--- src/rtl/soma_sched_pkg.sv ---
// rtl/soma_sched_pkg.sv - shared FSM state type and default widths for soma_scheduler
package soma_sched_pkg;

  typedef enum logic [1:0] {
    IDLE  = 2'd0,
    SCAN  = 2'd1,
    CLEAR = 2'd2,
    DRAIN = 2'd3
  } state_e;

  localparam int NNW_DEF        = 12;
  localparam int FIFO_DEPTH_DEF = 8;
  localparam int FAW_DEF        = 3;

endpackage

--- src/rtl/soma_scheduler_sync_fifo.sv ---
// rtl/soma_scheduler_sync_fifo.sv - sync_fifo: first-word-fall-through FIFO with occupancy count
module sync_fifo #(
  parameter int W     = 12,
  parameter int DEPTH = 8,
  parameter int AW    = 3
) (
  input  logic          clk_i,
  input  logic          rst_i,
  input  logic          push_i,
  input  logic [W-1:0]  wdata_i,
  input  logic          pop_i,
  output logic [W-1:0]  rdata_o,
  output logic          valid_o,
  output logic [AW:0]   count_o
);

  localparam logic [AW:0] FULL_CNT = (AW+1)'(DEPTH);

  logic [W-1:0]  mem_q [DEPTH];
  logic [AW-1:0] wr_ptr_q;
  logic [AW-1:0] rd_ptr_q;
  logic [AW:0]   count_q;
  logic          do_push;
  logic          do_pop;

  // A push into a full FIFO is accepted only when a pop frees the slot in the same cycle.
  assign do_pop  = pop_i && (count_q != '0);
  assign do_push = push_i && ((count_q != FULL_CNT) || do_pop);

  // Storage array; contents are qualified by count, so no reset is needed.
  always_ff @(posedge clk_i) begin
    if (do_push) begin
      mem_q[wr_ptr_q] <= wdata_i;
    end
  end

  // Pointer and occupancy tracking; pointers wrap naturally since DEPTH is a power of two.
  always_ff @(posedge clk_i) begin
    if (rst_i) begin
      wr_ptr_q <= '0;
      rd_ptr_q <= '0;
      count_q  <= '0;
    end else begin
      if (do_push) wr_ptr_q <= wr_ptr_q + AW'(1);
      if (do_pop)  rd_ptr_q <= rd_ptr_q + AW'(1);
      case ({do_push, do_pop})
        2'b10:   count_q <= count_q + (AW+1)'(1);
        2'b01:   count_q <= count_q - (AW+1)'(1);
        default: count_q <= count_q;
      endcase
    end
  end

  assign valid_o = (count_q != '0);
  assign rdata_o = valid_o ? mem_q[rd_ptr_q] : '0;
  assign count_o = count_q;

endmodule

--- src/rtl/soma_scheduler.sv ---
// rtl/soma_scheduler.sv - timestep scan / Vm clear sequencer with spike FIFO; option SOMA_SCHED_SPK_CNT_EN
module soma_scheduler
  import soma_sched_pkg::*;
#(
  parameter int NNW        = NNW_DEF,
  parameter int FIFO_DEPTH = FIFO_DEPTH_DEF,
  parameter int FAW        = FAW_DEF
) (
  input  logic           clk_soma,
  input  logic           rst,
  input  logic           tick,
  input  logic           clear_req,
  input  logic [NNW-1:0] neuron_num,
  output logic           busy,
  output logic           done,
  output logic           tick_overrun,
  output logic           config_soma_vld,
  output logic [NNW-1:0] config_soma_vm_addr,
  output logic           config_soma_clear,
  output logic           sd_rd_en,
  output logic [NNW-1:0] sd_rd_addr,
  input  logic           soma_spk_out_fire,
  output logic           spk_valid,
  output logic [NNW-1:0] spk_addr,
  input  logic           spk_ready,
`ifdef SOMA_SCHED_SPK_CNT_EN
  output logic [NNW:0]   spk_cnt,
`endif
  input  logic           host_req,
  output logic           host_gnt
);

  localparam logic [FAW+1:0] DEPTH_W = (FAW+2)'(FIFO_DEPTH);

  state_e         state_q;
  logic [NNW-1:0] addr_q;
  logic [NNW-1:0] num_q;
  logic           done_q;
  logic           overrun_q;
  logic           inflight_q;
  logic [NNW-1:0] inflight_addr_q;

  logic [FAW:0]   fifo_count;
  logic [FAW+1:0] occupancy;
  logic           room;
  logic           issue_scan;
  logic           issue_clear;
  logic           last_addr;
  logic           start_scan;
  logic           start_clear;
  logic           drop;
  logic           fifo_push;
  logic           fifo_pop;

  // A scan strobe is only issued when its possible spike, plus the one still in flight, fits.
  assign occupancy   = {1'b0, fifo_count} + {{(FAW+1){1'b0}}, inflight_q};
  assign room        = (occupancy < DEPTH_W);
  assign issue_scan  = (state_q == SCAN) && room;
  assign issue_clear = (state_q == CLEAR);
  assign last_addr   = (addr_q == (num_q - NNW'(1)));

  // Clear wins over tick in IDLE; anything arriving outside IDLE is lost and flagged.
  assign start_clear = (state_q == IDLE) && clear_req;
  assign start_scan  = (state_q == IDLE) && tick && !clear_req;
  assign drop        = (state_q != IDLE) ? (tick || clear_req) : (tick && clear_req);

  // Sweep sequencer: address counter, latched sweep length, done pulse and sticky overrun.
  always_ff @(posedge clk_soma) begin
    if (rst) begin
      state_q   <= IDLE;
      addr_q    <= '0;
      num_q     <= '0;
      done_q    <= 1'b0;
      overrun_q <= 1'b0;
    end else begin
      done_q <= 1'b0;
      if (drop) overrun_q <= 1'b1;
      case (state_q)
        IDLE: begin
          if (start_clear || start_scan) begin
            addr_q <= '0;
            num_q  <= neuron_num;
            if (neuron_num == '0) state_q <= DRAIN;
            else                  state_q <= start_clear ? CLEAR : SCAN;
          end
        end
        SCAN, CLEAR: begin
          if (issue_scan || issue_clear) begin
            if (last_addr) state_q <= DRAIN;
            else           addr_q  <= addr_q + NNW'(1);
          end
        end
        DRAIN: begin
          state_q <= IDLE;
          done_q  <= 1'b1;
        end
        default: state_q <= IDLE;
      endcase
    end
  end

  // Remember the previous scan strobe so its fire result can be matched to its address.
  always_ff @(posedge clk_soma) begin
    if (rst) begin
      inflight_q      <= 1'b0;
      inflight_addr_q <= '0;
    end else begin
      inflight_q      <= issue_scan;
      inflight_addr_q <= addr_q;
    end
  end

  assign fifo_push = inflight_q && soma_spk_out_fire;
  assign fifo_pop  = spk_valid && spk_ready;

  sync_fifo #(
    .W     (NNW),
    .DEPTH (FIFO_DEPTH),
    .AW    (FAW)
  ) u_spk_fifo (
    .clk_i   (clk_soma),
    .rst_i   (rst),
    .push_i  (fifo_push),
    .wdata_i (inflight_addr_q),
    .pop_i   (fifo_pop),
    .rdata_o (spk_addr),
    .valid_o (spk_valid),
    .count_o (fifo_count)
  );

`ifdef SOMA_SCHED_SPK_CNT_EN
  logic [NNW:0] spk_cnt_q;

  // Saturating count of fires captured since the most recent scan started.
  always_ff @(posedge clk_soma) begin
    if (rst || start_scan) begin
      spk_cnt_q <= '0;
    end else if (fifo_push && (spk_cnt_q != '1)) begin
      spk_cnt_q <= spk_cnt_q + (NNW+1)'(1);
    end
  end

  assign spk_cnt = spk_cnt_q;
`endif

  assign busy                = (state_q != IDLE);
  assign done                = done_q;
  assign tick_overrun        = overrun_q;
  assign config_soma_vld     = issue_scan || issue_clear;
  assign config_soma_vm_addr = addr_q;
  assign config_soma_clear   = (state_q == CLEAR);
  assign sd_rd_en            = issue_scan;
  assign sd_rd_addr          = addr_q;
  assign host_gnt            = host_req && (state_q == IDLE) && !tick && !clear_req;

endmodule
--- config.mk ---
export PLATFORM = sky130hd
export DESIGN_NAME = soma_scheduler
export DESIGN_NICKNAME = d
export VERILOG_FILES = /design/src/rtl/soma_sched_pkg.sv /design/src/rtl/soma_scheduler_sync_fifo.sv /design/src/rtl/soma_scheduler.sv
export SDC_FILE = /design/constraint.sdc
export NUM_CORES = 1
export LEC_CHECK = 0
export BUFFER_PORTS_ARGS = -buffer_cell sky130_fd_sc_hd__buf_2
export CAP_MARGIN = 30
export CELL_PAD_IN_SITES_DETAIL_PLACEMENT = 1
export CELL_PAD_IN_SITES_GLOBAL_PLACEMENT = 1
export CORE_MARGIN = 2
export CORE_UTILIZATION = 45
export CTS_BUF_LIST = sky130_fd_sc_hd__clkbuf_4 sky130_fd_sc_hd__clkbuf_8
export CTS_CLUSTER_DIAMETER = 150
export CTS_CLUSTER_SIZE = 40
export DETAILED_ROUTE_END_ITERATION = 12
export PLACE_DENSITY_LB_ADDON = 0.1
export REMOVE_ABC_BUFFERS = 1
export SLEW_MARGIN = 20
export SYNTH_ARGS = -nofsm -noshare
export SYNTH_HDL_FRONTEND = slang
export SYNTH_HIERARCHICAL = 1
export SYNTH_SLANG_ARGS = --single-unit
--- constraint.sdc ---
create_clock -name clk_soma -period 8.9 [get_ports clk_soma]
set_input_delay 1.78 -clock clk_soma [delete_from_list [all_inputs] [get_ports clk_soma]]
set_output_delay 1.78 -clock clk_soma [all_outputs]
set_load 0.01 [all_outputs]
After elaboration in Yosys (flattened, before gate mapping)
Memories as Yosys holds them, arrays and structs flattened. A register that Yosys moved wholly into a read port is not among the register bits.
Index checks and enable logic that the tools add are counted.
{"block": "totals", "reg_bits": 51, "ram_bits": 96, "in_bits": 19, "output_inout_bits": 44, "word_cells": 76, "memories": 1}
{"block": "op_classes", "addsub": 7, "n_lt_le_gt_ge": 1, "eq_ne": 11, "n_mux": 18, "n_reduce_logical": 28}
{"memory": "u_spk_fifo.mem_q", "words": 8, "width": 12, "read_ports": 1, "rd_ports_with_merged_regs": 1, "wr": 1, "line_no": "soma_scheduler_sync_fifo.sv:19", "source": "logic [W-1:0] mem_q [DEPTH];"}
{"cell": "12-bit 2-to-1 mux", "n": 4}
{"cell": "12-bit case mux with 2 select lines", "n": 1}
{"cell": "12-bit by 1-bit adder with 12-bit output (second input constant)", "n": 1}
{"cell": "12-bit equality test", "n": 1}
{"cell": "1-bit logical AND", "n": 12}
{"cell": "12-bit zero test", "n": 1}
{"cell": "12-bit by 1-bit subtractor with 12-bit output (second input constant)", "n": 1}
{"cell": "2-bit 2-to-1 mux", "n": 5}
{"cell": "2-bit inequality test (second input constant)", "n": 4}
{"cell": "4-bit case mux with 2 select lines", "n": 1}
{"cell": "3-bit by 1-bit adder with 3-bit output (second input constant)", "n": 2}
{"cell": "2-bit equality test (second input constant)", "n": 3}
{"cell": "3-bit 2-to-1 mux", "n": 2}
{"cell": "2-bit case mux with 3 select lines", "n": 1}
{"cell": "2-bit nonzero test", "n": 3}
{"cell": "4-bit by 1-bit adder with 5-bit output", "n": 1}
{"cell": "5-bit by 4-bit < comparator with 1-bit output (second input constant)", "n": 1}
{"cell": "4-bit by 1-bit adder with 4-bit output (second input constant)", "n": 1}
{"cell": "2-bit by 1-bit equality test with 1-bit output (second input constant)", "n": 2}
{"cell": "1-bit logical OR", "n": 4}
{"cell": "1-bit 2-to-1 mux", "n": 4}
{"cell": "4-bit inequality test (second input constant)", "n": 1}
{"cell": "4-bit AND reduction", "n": 1}
{"cell": "4-bit nonzero test", "n": 1}
{"cell": "6 further kinds", "n": 7}

Depth between registers and ports, before layout
Gate-level depths: netlist (run 1).
{"block": "depth", "word_depth": 7, "depth_mapped": 14, "ltp_nobuf": 12}

By module
Netlist (run 1), hierarchy kept.
{"module": "sync_fifo", "instances": 1, "cells_each": 236, "area_each_um2": 4400.5, "seq_area_each_um2": 3143.0}
{"module": "soma_scheduler", "instances": 1, "cells_each": 273, "area_each_um2": 2252.2, "seq_area_each_um2": 820.8}

Worst setup path after synthesis (run 1)
Ideal clock, no wire load.
{"block": "synth_path", "kind": "input -> output", "from": "input clear_req", "to": "output host_gnt", "arrival_time_ns": 2.167, "required_time_ns": 7.120, "slack_ns": 4.953, "stages": 2, "n_path_buf": 0, "cell_sequence": "nor3_1 -> and2_1"}
{"block": "synth_via", "elab_chain_len": 2}
{"item": "start: declaration", "line_no": "soma_scheduler.sv:12", "source": "input logic clear_req,"}
{"item": "1-bit zero test", "line_no": "soma_scheduler.sv:154", "source": "assign host_gnt = host_req && (state_q == IDLE) && !tick && !clear_req;"}
{"item": "1-bit logical AND", "line_no": "soma_scheduler.sv:154"}
{"item": "end: declaration", "line_no": "soma_scheduler.sv:30", "source": "output logic host_gnt"}
No other way between the ends.

Final worst setup path (run 1)
Ends and elaborated chain as after synthesis.

==> results.yml, run 1 <==
synth:
  postSynth.asyncResetShare: 0
  synth-seq-cells: 150
  synth_ff_type: "edfxtp_1"
  yosysSeqAreaShare: 0.596
  yosysUniqueCellTypes: 62
  synth_edf_count: 96
  synthCells: 509
  yosysTopAreaCellShare: 0.433
  synth_area_leaders: "edfxtp_1 (43%), dfxtp_1 (16%), mux4_2 (8.1%)"
  yosysMostFrequentCell: "edfxtp_1"
  synth_common_cells: "edfxtp_1 (96), dfxtp_1 (54), nand2_1 (40), nor2_1 (37), a21oi_1 (25)"
  yosysTopAreaCell: "edfxtp_1"
  yosysWarnings: 6
  avgSynthCellArea_um2: 13.1
  synth.cell_area_um2: 6650
cts:
  tritoncts.num_buffers: 17
  cts_buffer_depth: 2
  worst_skew_pair.late_latency_ns: 0.44
  clock-sinks: 150
  cts_tree: "built"
  holdBufCountCts: 0
  cts_resized: 0
  path_clk_slew_ns: 0.08
  h-tree-depth: 4
  post_cts_buffers: 0
  root_buffer: "clkbuf_8"
die:
  rows: 44
  ios: 63
  die_area_um2: 15800
  core_area_um2: 14500
  die_w_um: 126
  die_y_um: 126
  initial_utilization: 0.459
detailed_routing:
  routed-via-count: 4135
  vias_per_cell: 5.43
  drtIter0Drc: 209
  dr.pass1.iters: 4
  drc: 0
  drt_wl_total_mm: 13.9
  post_drt_wl_per_cell_um: 18.3
  ant_nets: 0
setup_path:
  cp-start-kind: "input port"
  critical_path_class: "input port to output pin"
  worst_ep_required_time_ns: 7.12
  r2r_slack_ns: 5.78
  critical_path_peak_fanout: 6
  cp.arrival_ns: 2.42
  endpoint_kind: "output pin"
timing:
  relSlewSlack: 0.406
  tns_ns: 0
  post-route-period-util: 0.472
  clock.fmax_ghz: 0.238
  finalSetupViolations: 0
  fin_crit_ns: 4.20
  finClkSkew_ns: 0.0149
  rsz0062_at_grt: "false"
  report.final.hold_viol_count: 0
  worst_slew_pin_slew_ns: 0.891
  slew_violations: 0
outcome:
  outcome: "finished clean"
global_route:
  grt_pass1_vias: 4324
  antenna_found_initial: 0
  grt_start_max_net_pins: 47
  grtUsageTotal: 0.186
  grt-ovfl-total: 0
  grt_pass1_wl_mm: 22.7
cells_and_area:
  multi_input_area_um2: 2400
  area_delta_synth_final_pct: 12.9
  drive_above_1_share: 0.251
  antenna-diode-count: 0
  num-fill-cells: 1500
  ff_latch_area_um2: 3960
  layout.nets: 594
placed_design:
  gp_congestion: 0.825
  dp_hpwl_mm: 9.44
  port_buffers: 62
power:
  ir_worst_vdd_mv: 0.151
  p_leak_nw: 2.82
  power.density_nw_per_um2: 227
  p_total_mw: 1.70
run:
  cap_violations: 0
worst_hold_path:
  hp-class: "register to register"
final cells by class:
| class | count | share of cell area |
|---|---|---|
| repair buffers | 74 | 0.0538 |
| inverters | 15 | 0.00750 |
| clock buffers | 22 | 0.0378 |
| flip-flops and latches | 150 | 0.528 |
| clock inverters | 10 | 0.0225 |
| multi-input cells | 306 | 0.320 |
| well taps | 184 | 0.0307 |
per-layer routing:
layer | vias to the layer above | part of all wire | track usage | routed length, µm
met5 | - | 0 | 0 | 0
met4 | 0 | 0.0094 | 0.0595 | 131
met3 | 13 | 0.036 | 0.0419 | 503
met2 | 82 | 0.51 | 0.318 | 7130
met1 | 2049 | 0.44 | 0.236 | 6160
li1 | 1991 | - | - | -
flip-flops by register name, indices dropped and copies added, names as in the netlist, named ones only:
name	cells
num_q	12
u_spk_fifo/count_o	4
state_q	2
u_spk_fifo/rd_ptr_q	3
tick_overrun	1
done	1
u_spk_fifo/wr_ptr_q	3
inflight_q	1
inflight_addr_q	12
config_soma_vm_addr	12
u_spk_fifo/mem_q	96
per-stage QoR:
stage	cells	util	instance area [µm²]	hold WS (ns)	setup slack (ns)
after CTS	761	0.519	7510	0.485	4.69
after global routing	761	0.519	7510	0.526	4.63
final	761	0.519	7510	0.479	4.70
after global placement	728	0.487	7050	0.451	4.72
after detailed placement	729	0.487	7060	0.464	4.70
after floorplan	471	-	6410	0.442	4.95
logic make-up after synthesis:
logic type / after synthesis / share of synthesized area
simple gates: 165 / 0.129
flops: 150 / 0.596
compound gates: 67 / 0.0722
buf+inv: 53 / 0.0453
mux: 39 / 0.104
xor+xnor: 23 / 0.0303
fa+ha+maj: 12 / 0.0233
report_power, final:
part | total [mW] | internal, mW | switching, mW
Sequential | 0.784 | 0.757 | 0.0272
Combinational | 0.336 | 0.126 | 0.210
Clock | 0.583 | 0.332 | 0.251
final timing paths:
kind | from | end | cells after the start
hold reg to reg | tick_overrun$_SDFFE_PP0P_ | tick_overrun$_SDFFE_PP0P_ | 2
hold / removal | tick_overrun$_SDFFE_PP0P_ | tick_overrun$_SDFFE_PP0P_ | 2
setup / recovery | clear_req | host_gnt | 4
setup reg to reg | u_spk_fifo/count_o[1]$_SDFFE_PP0P_ | u_spk_fifo/count_o[3]$_SDFFE_PP0P_ | 12
critical path, stage by stage:
cell and delay [ns]:
buf_2 0.13, nor3_1 0.23, and2_1 0.15, buf_2 0.12
cells in the final DEF (no fill, tap or decap), drive strengths merged, types with 3 or more instances in the layout:
| cell | count |
|---|---|
| o21ai | 11 |
| a21oi | 25 |
| or4 | 5 |
| nor4 | 8 |
| clkbuf | 22 |
| ha | 10 |
| xor2 | 12 |
| nor3 | 10 |
| a31oi | 4 |
| edfxtp | 96 |
| nor2 | 38 |
| xnor2 | 11 |
| nand4 | 8 |
| nor2b | 13 |
| o211ai | 7 |
| bufinv | 4 |
| or3 | 11 |
| mux2i | 14 |
| dfxtp | 54 |
| nand3 | 8 |
| nand2b | 6 |
| nand2 | 41 |
| buf | 74 |
| mux4 | 24 |
| o41ai | 3 |
| and2 | 3 |
| and3 | 7 |
| inv | 17 |
| clkinvlp | 3 |
Note: power is estimated with default switching activity, not from simulation.
==> run 2, diff against run 1 <==
--- a/config.mk
+++ b/config.mk
@@ -5,12 +5,13 @@
 export SDC_FILE = /design/constraint.sdc
 export NUM_CORES = 1
 export LEC_CHECK = 0
+export ABC_AREA = 1
 export BUFFER_PORTS_ARGS = -buffer_cell sky130_fd_sc_hd__buf_2
 export CAP_MARGIN = 30
 export CELL_PAD_IN_SITES_DETAIL_PLACEMENT = 1
 export CELL_PAD_IN_SITES_GLOBAL_PLACEMENT = 1
 export CORE_MARGIN = 2
-export CORE_UTILIZATION = 45
+export CORE_UTILIZATION = 43
 export CTS_BUF_LIST = sky130_fd_sc_hd__clkbuf_4 sky130_fd_sc_hd__clkbuf_8
 export CTS_CLUSTER_DIAMETER = 150
 export CTS_CLUSTER_SIZE = 40
==> constraint.sdc (replaced) <==
create_clock -name clk_soma -period 3.55 [get_ports clk_soma]
set_input_delay 0.71 -clock clk_soma [delete_from_list [all_inputs] [get_ports clk_soma]]
set_output_delay 0.71 -clock clk_soma [all_outputs]
set_load 0.01 [all_outputs]
==> results.yml, run 2 <==
outcome:
  outcome: "finished clean"
placed_design:
  port_buffers: 62
  post-place-ws_ns: 0.991
  gp_congestion: 0.806
  place_area_um2: 7330
  dp_cells: 984
  dp_hpwl_mm: 11.8
timing:
  report.final.hold_viol_count: 0
  finalSetupViolations: 0
  fin_crit_ns: 2.99
  slew_violations: 0
  setup_ws_ns: 0.562
  worst_slew_pin_slew_ns: 0.771
  rsz0062_at_grt: "false"
  post-route-period-util: 0.842
  finClkSkew_ns: 0.0139
  relSlewSlack: 0.485
  tns_ns: 0
  clock.fmax_ghz: 0.335
  hold_ws_ns: 0.476
power:
  p_clk_frac: 0.286
  cell_internal_pwr_mw: 2.95
  sw_frac_of_total: 0.341
  p_seq_frac: 0.447
  p_leak_nw: 3.05
  ir_worst_vdd_mv: 0.720
  power.density_nw_per_um2: 579
  p_comb_frac: 0.267
  switching_power_mw: 1.52
  p_total_mw: 4.48
synth:
  yosysUniqueCellTypes: 40
  synth.cell_area_um2: 6940
  yosysSeqAreaShare: 0.571
  postSynth.asyncResetShare: 0
  synth-seq-cells: 150
  yosysWarnings: 6
  synth_ff_type: "edfxtp_1"
  synth_edf_count: 96
  synth_area_leaders: "edfxtp_1 (42%), dfxtp_1 (16%), nor2_1 (8.1%)"
  yosysMostFrequentCell: "nor2_1"
  avgSynthCellArea_um2: 9.44
  yosysTopAreaCell: "edfxtp_1"
  synth_common_cells: "nor2_1 (149), edfxtp_1 (96), nand2_1 (89), o21ai_0 (62)"
  yosysTopAreaCellShare: 0.415
  synthCells: 735
setup_path:
  cp-start-kind: "register"
  worst_path_most_repeated_cell: "nor2_1"
  critical_path_peak_fanout: 48
  worst_ep_required_time_ns: 2.84
  crit_family: "buffers and inverters"
  path_cells: "buf_4 -> inv_2 -> nor2_1 -> o211ai_1 -> nand2_1 -> nor2_1 -> buf_2"
  cp_slowest_cell: "inv_2"
  cp.arrival_ns: 2.28
  cp_slowest_stage_delay_ns: 0.58
  endpoint_kind: "output pin"
  cp_num_buf_inv: 3
  critical_path_class: "register to output pin"
cells_and_area:
  mostFrequentLayoutCells: "nor2_1 (149), edfxtp_1 (96), nand2_1 (89), o21ai_0 (62), buf_2 (62)"
  largest_reg_flops: 96
  ff_latch_area_um2: 3960
  multi_input_area_um2: 2460
  final_area_um2: 7730
  final_cells: 1017
  num-fill-cells: 1856
  area_delta_synth_final_pct: 11.4
  antenna-diode-count: 0
  final_common_cell: "nor2_1"
  utilization: 0.488
  top_register: "u_spk_fifo/mem_q"
  layout.nets: 818
  drive_above_1_share: 0.200
die:
  die_area_um2: 17200
  ios: 63
  rows: 46
  die_w_um: 131
  initial_utilization: 0.439
  die_y_um: 131
  core_area_um2: 15800
global_route:
  grt_pass1_wl_mm: 27.1
  grt-ovfl-total: 0
  antenna_found_initial: 0
  grt_start_max_net_pins: 49
  grtUsageTotal: 0.210
  grt_pass1_vias: 5312
detailed_routing:
  dr.pass1.iters: 4
  drc: 0
  drt_wl_total_mm: 17.2
  ant_nets: 0
  routed-via-count: 5244
  post_drt_wl_per_cell_um: 16.9
  vias_per_cell: 5.16
  drtIter0Drc: 272
worst_hold_path:
  hp-class: "register to register"
cts:
  cts_buffer_depth: 2
  post_cts_buffers: 0
  path_clk_slew_ns: 0.07
  tritoncts.num_buffers: 17
  cts_resized: 0
  cts_tree: "built"
  worst_skew_pair.late_latency_ns: 0.44
  holdBufCountCts: 0
  h-tree-depth: 4
  root_buffer: "clkbuf_8"
  clock-sinks: 150
run:
  cap_violations: 0
-- run 2: metal layers --
layer | up-vias | GRT usage | part of all wire
li1 | 2549 | - | -
met1 | 2587 | 0.255 | 0.44
met2 | 88 | 0.380 | 0.52
met3 | 20 | 0.0381 | 0.028
met4 | 0 | 0.0626 | 0.011
met5 | - | 0 | 0
-- run 2: power by group through the flow --
stage               clock, mW  sequential, mW  combinational (mW)
floorplan                   0            2.03               0.838
global placement            0            2.04                1.16
detailed placement          0            2.04                1.20
CTS                      1.32            2.00                1.21
global route             1.39            2.01                1.35
finish                   1.28            2.00                1.19
-- run 2: worst register-to-register path: stages (launching register included) --
cell and delay [ns]:
dfxtp_1 0.39, inv_1 0.09, ha_1 0.39, inv_1 0.37, o22ai_1 0.15, inv_1 0.49
nand2_4 0.26, nor2_1 0.14, nand2_1 0.06, nand2_1 0.06
-- run 2: cells by family after synthesis --
| family | synth area share |
|---|---|
| simple gates | 0.205 |
| compound gates | 0.107 |
| xor+xnor | 0.0214 |
| buf+inv | 0.0746 |
| fa+ha+maj | 0.0209 |
| flops | 0.571 |
-- run 2: path summary, 6_finish.rpt --
check / slack [ns] / end / cells past startpoint / from
setup reg to reg: 1.11 / config_soma_vm_addr[1]$_SDFFE_PP0P_ / 9 / state_q[0]$_SDFFE_PP0P_
setup / recovery: 0.56 / spk_addr[8] / 7 / register
hold / removal: 0.48 / u_spk_fifo/rd_ptr_q[2]$_SDFFE_PP0N_ / 2 / u_spk_fifo/rd_ptr_q[2]$_SDFFE_PP0N_
hold reg to reg: 0.48 / u_spk_fifo/rd_ptr_q[2]$_SDFFE_PP0N_ / 2 / u_spk_fifo/rd_ptr_q[2]$_SDFFE_PP0N_
-- run 2: final cells by class --
class | count | share of cell area
clock inverter | 9 | 0.0134
inverter | 60 | 0.0291
clock buffer | 23 | 0.0369
sequential | 150 | 0.513
multi-input combinational | 483 | 0.318
tap | 216 | 0.0350
timing repair buffer | 76 | 0.0547
==> run 3, diff against run 2 <==
==> constraint.sdc (replaced) <==
create_clock -name clk_soma -period 2.5 [get_ports clk_soma]
set_input_delay 0.5 -clock clk_soma [delete_from_list [all_inputs] [get_ports clk_soma]]
set_output_delay 0.5 -clock clk_soma [all_outputs]
set_load 0.01 [all_outputs]
==> results.yml, run 3 (synthesized netlist as in run 2, its figures left out) <==
timing:
  worst_slew_pin_slew_ns: 0.650
  rsz0062_at_grt: "false"
  clock.fmax_ghz: 0.423
  slew_violations: 0
  tns_ns: 0
  relSlewSlack: 0.566
  report.final.hold_viol_count: 0
  fin_crit_ns: 2.37
  post-route-period-util: 0.947
  finClkSkew_ns: 0.0124
  hold_ws_ns: 0.292
  finalSetupViolations: 0
power:
  p_leak_nw: 3.19
  ir_worst_vdd_mv: 0.726
  power.density_nw_per_um2: 867
  p_total_mw: 6.91
cells_and_area:
  final_common_cell: "nor2_1"
  area_delta_synth_final_pct: 14.7
  top_register: "u_spk_fifo/mem_q"
  drive_above_1_share: 0.214
  mostFrequentLayoutCells: "nor2_1 (149), edfxtp_1 (96), nand2_1 (89), o21ai_0 (62), buf_2 (62)"
  antenna-diode-count: 0
  utilization: 0.503
  layout.nets: 833
  largest_reg_flops: 96
detailed_routing:
  vias_per_cell: 5.10
  drtIter0Drc: 282
  post_drt_wl_per_cell_um: 16.9
  routed-via-count: 5259
  drt_wl_total_mm: 17.5
  ant_nets: 0
  drc: 0
  dr.pass1.iters: 4
cts:
  tritoncts.num_buffers: 17
  cts_tree: "built"
  h-tree-depth: 4
  path_clk_slew_ns: 0.08
  clock-sinks: 150
  cts_buffer_depth: 2
  post_cts_buffers: 0
  worst_skew_pair.late_latency_ns: 0.45
  root_buffer: "clkbuf_8"
global_route:
  grt_pass1_vias: 5532
  grt-ovfl-total: 0
  grt_pass1_wl_mm: 28.1
  grt_start_max_net_pins: 49
  grtUsageTotal: 0.217
  antenna_found_initial: 0
setup_path:
  path_cells: "buf_6 -> o21ai_0 -> o22ai_1 -> nor2_1 -> nor2_1 -> buf_2"
  worst_path_most_repeated_cell: "nor2_1"
  endpoint_kind: "output pin"
  critical_path_peak_fanout: 30
  cp.arrival_ns: 1.87
  reg2reg_depth: 10
  cp_slowest_cell: "dfxtp_1"
  cp-start-kind: "register"
  critical_path_class: "register to output pin"
  worst_ep_required_time_ns: 2.00
  r2r-end: "config_soma_vm_addr[1]$_SDFFE_PP0P_"
  cp_slowest_stage_delay_ns: 0.40
  timing.rr.start: "state_q[0]$_SDFFE_PP0P_"
  r2r_slack_ns: 0.32
placed_design:
  dp_hpwl_mm: 12.1
  gp_congestion: 0.855
  port_buffers: 62
die:
  rows: 46
  die_w_um: 131
  die_area_um2: 17200
  initial_utilization: 0.439
  ios: 63
  die_y_um: 131
  core_area_um2: 15800
worst_hold_path:
  worstHoldEndpoint: "num_q[6]$_SDFFE_PP0P_"
  min_from: "neuron_num[6]"
  hp-class: "input port to register"
  min_path_cells: 3
run:
  cap_violations: 0
outcome:
  outcome: "finished clean"
[run 3: cell count changes in the layout (fill, tap and decap cells not counted), moves of 2 or more]
| cell | delta |
|---|---|
| buf_4 | +14 |
| bufinv_16 | +5 |
| clkinvlp_4 | -2 |
| clkbuf_4 | -2 |
[run 3: how the worst max path moves through the flow]
| stage | start | endpoint | slack (ns) | depth (start not counted) |
|---|---|---|---|---|
| 6_report | register | spk_addr[2] | 0.13 | 6 |
| 5_1_grt | register | spk_addr[2] | 0.03 | 6 |
| 4_1_cts | register | spk_addr[2] | 0.03 | 6 |
| 3_5_place_dp | num_q[0]$_SDFFE_PP0P_ | config_soma_vm_addr[1]$_SDFFE_PP0P_ | 0.35 | 17 |
| 3_3_place_gp | num_q[0]$_SDFFE_PP0P_ | config_soma_vm_addr[1]$_SDFFE_PP0P_ | 0.39 | 17 |
| 2_1_floorplan | register | spk_addr[10] | 0.008 | 5 |
[run 3: layer usage]
layer | up-vias | track usage | part of all wire
met5 | - | 0 | 0
met1 | 2529 | 0.271 | 0.45
li1 | 2586 | - | -
met2 | 119 | 0.380 | 0.50
met4 | 0 | 0.0839 | 0.020
met3 | 25 | 0.0345 | 0.030
[run 3: area by class of cell]
type / instances / area, µm²
clock inverters: 11 / 229
inverters: 60 / 225
multi-input cells: 483 / 2460
well taps: 216 / 270
fillers: 1843 / 7860
clock buffers: 21 / 270
repair buffers: 91 / 544
flip-flops and latches: 150 / 3970
[run 3: metrics by stage]
stage,setup WS (ns),cells,area [µm²]
floorplan,0.00786,693,6650
global placement,0.388,1000,7460
CTS,0.0305,1032,7960
finish,0.134,1032,7960
global route,0.0338,1032,7960
detailed placement,0.347,1000,7460
[run 3: repair_timing]
item                       4_1_cts  5_1_grt
setup endpoints to repair        0        9
hold buffers                     0        0
resized for setup                0        2
[run 3: power breakdown]
group | switching, mW | internal (mW)
registers | 0.120 | 2.72
logic | 1.20 | 0.548
clock network | 0.879 | 1.44
[run 3: critical path, delay by kind of cell (launching register included)]
| kind | cells | cell delay (ns) |
|---|---|---|
| DFF | 1 | 0.40 |
| and+or+nand+nor | 2 | 0.25 |
| AOI/OAI and AO/OA | 2 | 0.33 |
| buffers and inverters | 2 | 0.43 |
